`src/rtl/ysyx_l1i_cache_if.sv`:
```
// Instruction-bus read channel between the L1I cache (master) and the memory side (slave).
// Carries the read-address handshake with burst length and the returning data beats.
interface ysyx_l1i_cache_if #(
    parameter int ADDR_W = 32
);
    logic [ADDR_W-1:0] araddr;
    logic              arvalid;
    logic [7:0]        arlen;
    logic              arready;
    logic [31:0]       rdata;
    logic              rvalid;
    logic              rlast;

    modport master (
        output araddr, arvalid, arlen,
        input  arready, rdata, rvalid, rlast
    );

    modport slave (
        input  araddr, arvalid, arlen,
        output arready, rdata, rvalid, rlast
    );
endinterface

```
`src/rtl/ysyx_l1i_cache.sv`:
```
// Direct-mapped L1 instruction cache with burst or single-beat line refill,
// deferred fence.i invalidation and saturating hit/miss counters.
module ysyx_l1i_cache #(
    parameter int              ADDR_W      = 32,
    parameter int              SETS        = 4,
    parameter int              LINE_WORDS  = 2,
    parameter logic [ADDR_W-1:0] BURST_BASE  = 'ha0000000,
    parameter logic [ADDR_W-1:0] BURST_LIMIT = 'hc0000000,
    parameter bit              BURST_EN    = 1'b1
) (
    input  logic               clk,
    input  logic               rst,
    input  logic [ADDR_W-1:0]  pc_i,
    input  logic               req_i,
    input  logic               invalidate_i,
    output logic [31:0]        inst_o,
    output logic               hit_o,
    output logic               ready_o,
    output logic               required_o,
    output logic [31:0]        hit_cnt_o,
    output logic [31:0]        miss_cnt_o,
    ysyx_l1i_cache_if.master   bus
);
    localparam int IDX_W = $clog2(SETS);
    localparam int OFF_W = $clog2(LINE_WORDS);
    localparam int TAG_W = ADDR_W - IDX_W - OFF_W - 2;
    localparam logic [OFF_W-1:0] LAST_BEAT = OFF_W'(LINE_WORDS - 1);

    typedef enum logic [1:0] {IDLE, ADDR, DATA, FILL} state_t;

    state_t             state_reg, state_next;
    logic [ADDR_W-1:0]  base_reg;
    logic [TAG_W-1:0]   tag_reg;
    logic [IDX_W-1:0]   idx_reg;
    logic [OFF_W-1:0]   beat_reg;
    logic               burst_reg;
    logic               flush_pend_reg;
    logic [SETS-1:0]    valid_reg, valid_next;
    logic [31:0]        hit_cnt_reg, miss_cnt_reg;

    logic [31:0]        data_mem [SETS*LINE_WORDS];
    logic [TAG_W-1:0]   tag_mem  [SETS];

    logic [TAG_W-1:0]   pc_tag;
    logic [IDX_W-1:0]   pc_idx;
    logic [OFF_W-1:0]   pc_off;
    logic [ADDR_W-1:0]  pc_base;
    logic               pc_burst;
    logic               miss_start;
    logic               beat_wr;
    logic               clear_all;
    logic               unused_pc;

    assign pc_tag   = pc_i[ADDR_W-1 -: TAG_W];
    assign pc_idx   = pc_i[IDX_W+OFF_W+1 : OFF_W+2];
    assign pc_off   = pc_i[OFF_W+1 : 2];
    assign pc_base  = {pc_i[ADDR_W-1 : OFF_W+2], {(OFF_W+2){1'b0}}};
    assign pc_burst = BURST_EN && (pc_base >= BURST_BASE) && (pc_base <= BURST_LIMIT);
    assign unused_pc = &{1'b0, pc_i[1:0]};

    assign hit_o      = (state_reg == IDLE) && valid_reg[pc_idx] && (tag_mem[pc_idx] == pc_tag);
    assign inst_o     = data_mem[{pc_idx, pc_off}];
    assign ready_o    = (state_reg == IDLE);
    assign required_o = (state_reg != IDLE);
    assign hit_cnt_o  = hit_cnt_reg;
    assign miss_cnt_o = miss_cnt_reg;

    assign bus.arvalid = (state_reg == ADDR);
    assign bus.araddr  = base_reg | (ADDR_W'(beat_reg) << 2);
    assign bus.arlen   = burst_reg ? 8'(LINE_WORDS - 1) : 8'd0;

    always_ff @(posedge clk) begin
        if (rst) state_reg <= IDLE;
        else     state_reg <= state_next;
    end

    always_comb begin
        state_next = state_reg;
        miss_start = 1'b0;
        beat_wr    = 1'b0;
        case (state_reg)
            IDLE: if (req_i && !hit_o) begin
                miss_start = 1'b1;
                state_next = ADDR;
            end
            ADDR: if (bus.arready) state_next = DATA;
            DATA: if (bus.rvalid) begin
                beat_wr = 1'b1;
                if (burst_reg) begin
                    if (beat_reg == LAST_BEAT || bus.rlast) state_next = FILL;
                end else begin
                    state_next = (beat_reg == LAST_BEAT) ? FILL : ADDR;
                end
            end
            FILL:    state_next = IDLE;
            default: state_next = IDLE;
        endcase
    end

    // A flush seen while busy is held until FILL, which then drops every line
    // including the one just refilled.
    assign clear_all = ((state_reg == IDLE) && invalidate_i) ||
                       ((state_reg == FILL) && (flush_pend_reg || invalidate_i));

    for (genvar gi = 0; gi < SETS; gi++) begin : g_valid
        assign valid_next[gi] = clear_all                                      ? 1'b0 :
                                (miss_start && pc_idx == IDX_W'(gi))            ? 1'b0 :
                                ((state_reg == FILL) && idx_reg == IDX_W'(gi))  ? 1'b1 :
                                valid_reg[gi];
    end

    always_ff @(posedge clk) begin
        if (rst) begin
            valid_reg      <= '0;
            flush_pend_reg <= 1'b0;
            hit_cnt_reg    <= '0;
            miss_cnt_reg   <= '0;
            base_reg       <= '0;
            tag_reg        <= '0;
            idx_reg        <= '0;
            beat_reg       <= '0;
            burst_reg      <= 1'b0;
        end else begin
            valid_reg <= valid_next;
            if (state_reg == FILL)
                flush_pend_reg <= 1'b0;
            else if (state_reg != IDLE && invalidate_i)
                flush_pend_reg <= 1'b1;
            if (miss_start) begin
                base_reg  <= pc_base;
                tag_reg   <= pc_tag;
                idx_reg   <= pc_idx;
                beat_reg  <= '0;
                burst_reg <= pc_burst;
            end else if (beat_wr) begin
                beat_reg <= beat_reg + 1'b1;
            end
            if (req_i && hit_o && hit_cnt_reg != '1)
                hit_cnt_reg <= hit_cnt_reg + 32'd1;
            if (miss_start && miss_cnt_reg != '1)
                miss_cnt_reg <= miss_cnt_reg + 32'd1;
        end
    end

    // Storage carries no reset; stale contents are masked by the valid bits.
    always_ff @(posedge clk) begin
        if (beat_wr)
            data_mem[{idx_reg, beat_reg}] <= bus.rdata;
        if (state_reg == FILL)
            tag_mem[idx_reg] <= tag_reg;
    end
endmodule

```
`src/flat_wrapper.sv`:
```
// flat-port wrapper written by rule: the top's interface ports become plain ports
module ysyx_l1i_cache_flat 
#(
    parameter int              ADDR_W      = 32,
    parameter int              SETS        = 4,
    parameter int              LINE_WORDS  = 2,
    parameter logic [ADDR_W-1:0] BURST_BASE  = 'ha0000000,
    parameter logic [ADDR_W-1:0] BURST_LIMIT = 'hc0000000,
    parameter bit              BURST_EN    = 1'b1
)
  (clk, rst, pc_i, req_i, invalidate_i, inst_o, hit_o, ready_o, required_o, hit_cnt_o, miss_cnt_o, bus_araddr, bus_arvalid, bus_arlen, bus_arready, bus_rdata, bus_rvalid, bus_rlast);
  ysyx_l1i_cache_if #(.ADDR_W(ADDR_W)) bus_i ();
  input  logic clk;
  input  logic rst;
  input  logic [ADDR_W-1:0] pc_i;
  input  logic req_i;
  input  logic invalidate_i;
  output logic [31:0] inst_o;
  output logic hit_o;
  output logic ready_o;
  output logic required_o;
  output logic [31:0] hit_cnt_o;
  output logic [31:0] miss_cnt_o;
  output wire logic [$bits(bus_i.araddr)-1:0] bus_araddr;
  output wire logic [$bits(bus_i.arvalid)-1:0] bus_arvalid;
  output wire logic [$bits(bus_i.arlen)-1:0] bus_arlen;
  input wire logic [$bits(bus_i.arready)-1:0] bus_arready;
  input wire logic [$bits(bus_i.rdata)-1:0] bus_rdata;
  input wire logic [$bits(bus_i.rvalid)-1:0] bus_rvalid;
  input wire logic [$bits(bus_i.rlast)-1:0] bus_rlast;
  assign bus_araddr = bus_i.araddr;
  assign bus_arvalid = bus_i.arvalid;
  assign bus_arlen = bus_i.arlen;
  assign bus_i.arready = bus_arready;
  assign bus_i.rdata = bus_rdata;
  assign bus_i.rvalid = bus_rvalid;
  assign bus_i.rlast = bus_rlast;
  ysyx_l1i_cache #(.ADDR_W(ADDR_W), .SETS(SETS), .LINE_WORDS(LINE_WORDS), .BURST_BASE(BURST_BASE), .BURST_LIMIT(BURST_LIMIT), .BURST_EN(BURST_EN)) u_core (.clk(clk), .rst(rst), .pc_i(pc_i), .req_i(req_i), .invalidate_i(invalidate_i), .inst_o(inst_o), .hit_o(hit_o), .ready_o(ready_o), .required_o(required_o), .hit_cnt_o(hit_cnt_o), .miss_cnt_o(miss_cnt_o), .bus(bus_i));
endmodule
```
`config.mk`:
```
export PLATFORM = sky130hd
export DESIGN_NAME = ysyx_l1i_cache_flat
export DESIGN_NICKNAME = d
export VERILOG_FILES = /design/src/rtl/ysyx_l1i_cache_if.sv /design/src/rtl/ysyx_l1i_cache.sv /design/src/flat_wrapper.sv
export SDC_FILE = /design/constraint.sdc
export NUM_CORES = 1
export LEC_CHECK = 0
export ABC_AREA = 1
export BUFFER_PORTS_ARGS = -buffer_cell sky130_fd_sc_hd__buf_2
export CORE_ASPECT_RATIO = 1.2
export CORE_MARGIN = 2
export CORE_UTILIZATION = 30
export DETAILED_ROUTE_END_ITERATION = 8
export PLACE_DENSITY_LB_ADDON = 0.12
export SETUP_SLACK_MARGIN = 0.5
export SLEW_MARGIN = 20
export SYNTH_ARGS = -nofsm -noshare
export SYNTH_HDL_FRONTEND = slang
export SYNTH_SLANG_ARGS = --single-unit
```
`constraint.sdc`:
```
create_clock -name clk -period 4.2 [get_ports clk]
set_clock_uncertainty 0.05 [all_clocks]
set_input_delay 0.42 -clock clk [delete_from_list [all_inputs] [get_ports clk]]
set_output_delay 0.42 -clock clk [all_outputs]
set_load 0.05 [all_outputs]
```
==> flow_summary.ini <==
[drt]
total_number_of_vias = 15887
antenna_left = 0
wl_per_cell_um = 19.1
route.detailed.vias_per_inst = 4.76
detailedRoute.firstPassIterationCount = 7
detail_route.drc_violations = 0
drt-initial-drc-count = 893
routed_wirelength_um = 63900

[finish]
largest-register = u_core.data_mem
fin_nets = 2449
final_layout_size_suffix_gt1_share_pct = 14.7
biggestRegsByFlops = u_core.data_mem x256, u_core.tag_mem x108
area.growth.synth_to_final_pct = 18.2
flip_flop_count_of_the_largest_register_after_layout = 256

[clocking]
ctsHtreeMaxLevel = 2
post_cts.resized_instances = 0
cts.sink_count = 466
clock_tree.buffer_depth = 3
holdBufCountCts = 16
cts_made_buffers = 52
post-cts-setup-buffers = 0
clock_insertion_delay_worst_skew_ps = 610
cts.reportedPaths.clkPinSlew_ps = 60
clk_root_buffer_cell = clkbuf_16
tritoncts_clock_tree = built

[pwr]
power.leakage_nw = 9.42
irDropWorstVdd_v = 0.000318
power_density_nw_per_um2 = 434

[logic_synthesis]
synthMuxAreaShare_pct = 0
synthTopCellsByArea = edfxtp_1 (52%), nand2_1 (10%), dfxtp_1 (9.8%)
synth_top_family_by_area = simple AND/OR/NAND/NOR gates
postSynthRegisterBits = 466
synth.cell_area_um2 = 20900
yosysSeqAreaShare_pct = 62.0
post_synth.cell_area_avg_um2 = 9.61
synthDistinctLibCells = 39
synth_xor_xnor_area_share_pct = 2.13
synth_area_in_simple_gates_pct = 23.7
synth_top_area_share_pct = 52.2
synthAdderAreaFrac_pct = 0.120
yosys_warnings = 0
synth_compound_gate_area_share_pct = 6.94
synth_largest_area_cell = edfxtp_1
post_synthesis_instance_total = 2179

[sta]
slew_viol_final = 0
tightest_slew_ps = 949
timing.fmax_mhz = 311
whs_ps = 38.4
setup_violations = 0
period_minus_slack_ps = 3210
number_of_failing_hold_endpoints_at_the_final_stage = 0
relSlewSlack_pct = 36.6
setup_repair_after_global_routing_missed_its_margin = no
fin_tns_setup_ps = 0
final_min_period_over_clock_period_pct = 76.5

[global_route]
gr-usage-all-layers_pct = 17.5
grt_start_max_net_pins = 84
wire_length_of_the_first_global_routing_pass_um = 96400
total_global_routing_overflow = 0
first_global_vias = 15705
antenna_found_initial = 6

[critical_path]
worstSetupStartpointType = register
cp_max_fo = 30
endpoint_kind = primary output
criticalPathCategory = register to primary output
r2r.worst_path.cells = 11
crit_required_ps = 3730
critPathArrivalTime_ps = 2740

[status]
run_status = completed

[floorplan]
initial_utilization_pct = 30.2
design.core.area_um2 = 69400
dieWidth_um = 245
ioPinCount = 211
die_h_um = 293
die_area_um2 = 71900
placement_rows = 106

[placement]
portBuffers = 199
detailedPlacementHpwl_um = 39900
place.gp.congestion = 0.888

[flow_run]
cap_violations = 0

[hold_path]
holdPathStages = 1
hp-class = primary input to register
synth_stat cells, drive strengths merged:
cell / instances
clkbuf: 61
nor3b: 2
a21oi: 91
dfxtp: 102
xor2: 40
a21boi: 1
nor3: 31
edfxtp: 364
a31oi: 1
nor4: 22
nand3: 110
xnor2: 11
inv: 118
conb: 1
buf: 53
o21ai: 131
nor2: 348
nand4: 88
nand3b: 1
ha: 2
nand2: 568
a22o: 1
o2111ai: 31
a211oi: 1
critical path, cell delays in order, from the launching register on:
cell and delay [ps]:
dfxtp_1 370, nor2_4 150, buf_4 420, o21ai_2 190, nor2_1 130, nand2_1 60
nor2_1 110, nand3_2 170, nor2_4 210, buf_2 310
cell type report:
type	instances	area, um^2
multi-input combinational	1489	7020
inverter	118	449
antenna	2	5.00
tap	918	1150
sequential	466	13000
timing repair buffer	249	1520
clock buffer	69	1400
clock inverter	25	235
fill	7027	44600
stage by stage:
step | instances | setup WS [ps] | area, um^2 | util (%) | power [mW]
floorplan | 2187 | 1500 | 21000 | - | 6.03
global placement | 3220 | 804 | 22800 | 32.9 | 6.42
detailed placement | 3220 | 731 | 22800 | 32.9 | 6.43
CTS | 3330 | 936 | 24600 | 35.5 | 10.9
global route | 3335 | 754 | 24700 | 35.7 | 11.2
finish | 3336 | 989 | 24700 | 35.7 | 10.7
layout by cell type (no fill, tap or decap), types with 2 or more instances in the layout:
master / instances
clkbuf_8: 3
inv_1: 114
edfxtp_1: 364
buf_4: 30
inv_16: 2
xor2_1: 40
nor3_1: 31
bufinv_16: 2
clkinv_2: 9
dfxtp_1: 102
nand3_2: 2
clkinvlp_4: 4
o21ai_0: 130
nor4_1: 22
clkbuf_16: 52
a21oi_2: 10
a21oi_1: 81
buf_2: 197
clkbuf_1: 14
buf_12: 2
nand2_1: 557
dlygate4sd3_1: 16
nor2_1: 330
nand2_2: 10
diode_2: 2
nand4_1: 86
ha_1: 2
o2111ai_1: 31
inv_2: 2
buf_16: 4
clkinv_1: 7
nand4_2: 2
conb_1: 9
nor2_4: 16
xnor2_1: 11
nand3_1: 108
nor3b_1: 2
cell families after synthesis:
family	Yosys count
adder cells (fa/ha/maj)	2
AO/OA/AOI/OAI	257
buffers and inverters	232
flip-flops	466
XOR/XNOR	51
other	1
AND/OR/NAND/NOR	1170
routing by layer:
layer	track usage [%]	up-vias	part of all wire, %
li1	-	7852	-
met1	21.1	7584	42
met2	30.7	322	50
met3	3.83	119	5.4
met4	5.77	10	3.0
met5	0	-	0.086
worst paths after layout:
check / startpoint / endpoint / slack (ps)
worst min-delay path: bus_rdata[27] / u_core.data_mem[7][27] / 40
worst min register to register: u_core.hit_cnt_o[16] / u_core.hit_cnt_o[16] / 440
worst max-delay path: u_core.state_reg[1] / hit_o / 990
worst max register to register: u_core.miss_cnt_o[1] / u_core.miss_cnt_o[12] / 1230
power breakdown:
part / leakage [nW] / switching, mW / internal [mW] / total [mW]
clock: 0.785 / 1.93 / 2.47 / 4.40
combinational: 4.50 / 0.925 / 0.268 / 1.19
sequential: 4.14 / 0.0667 / 5.07 / 5.14
No activity file was read; power rests on OpenSTA's default activity.
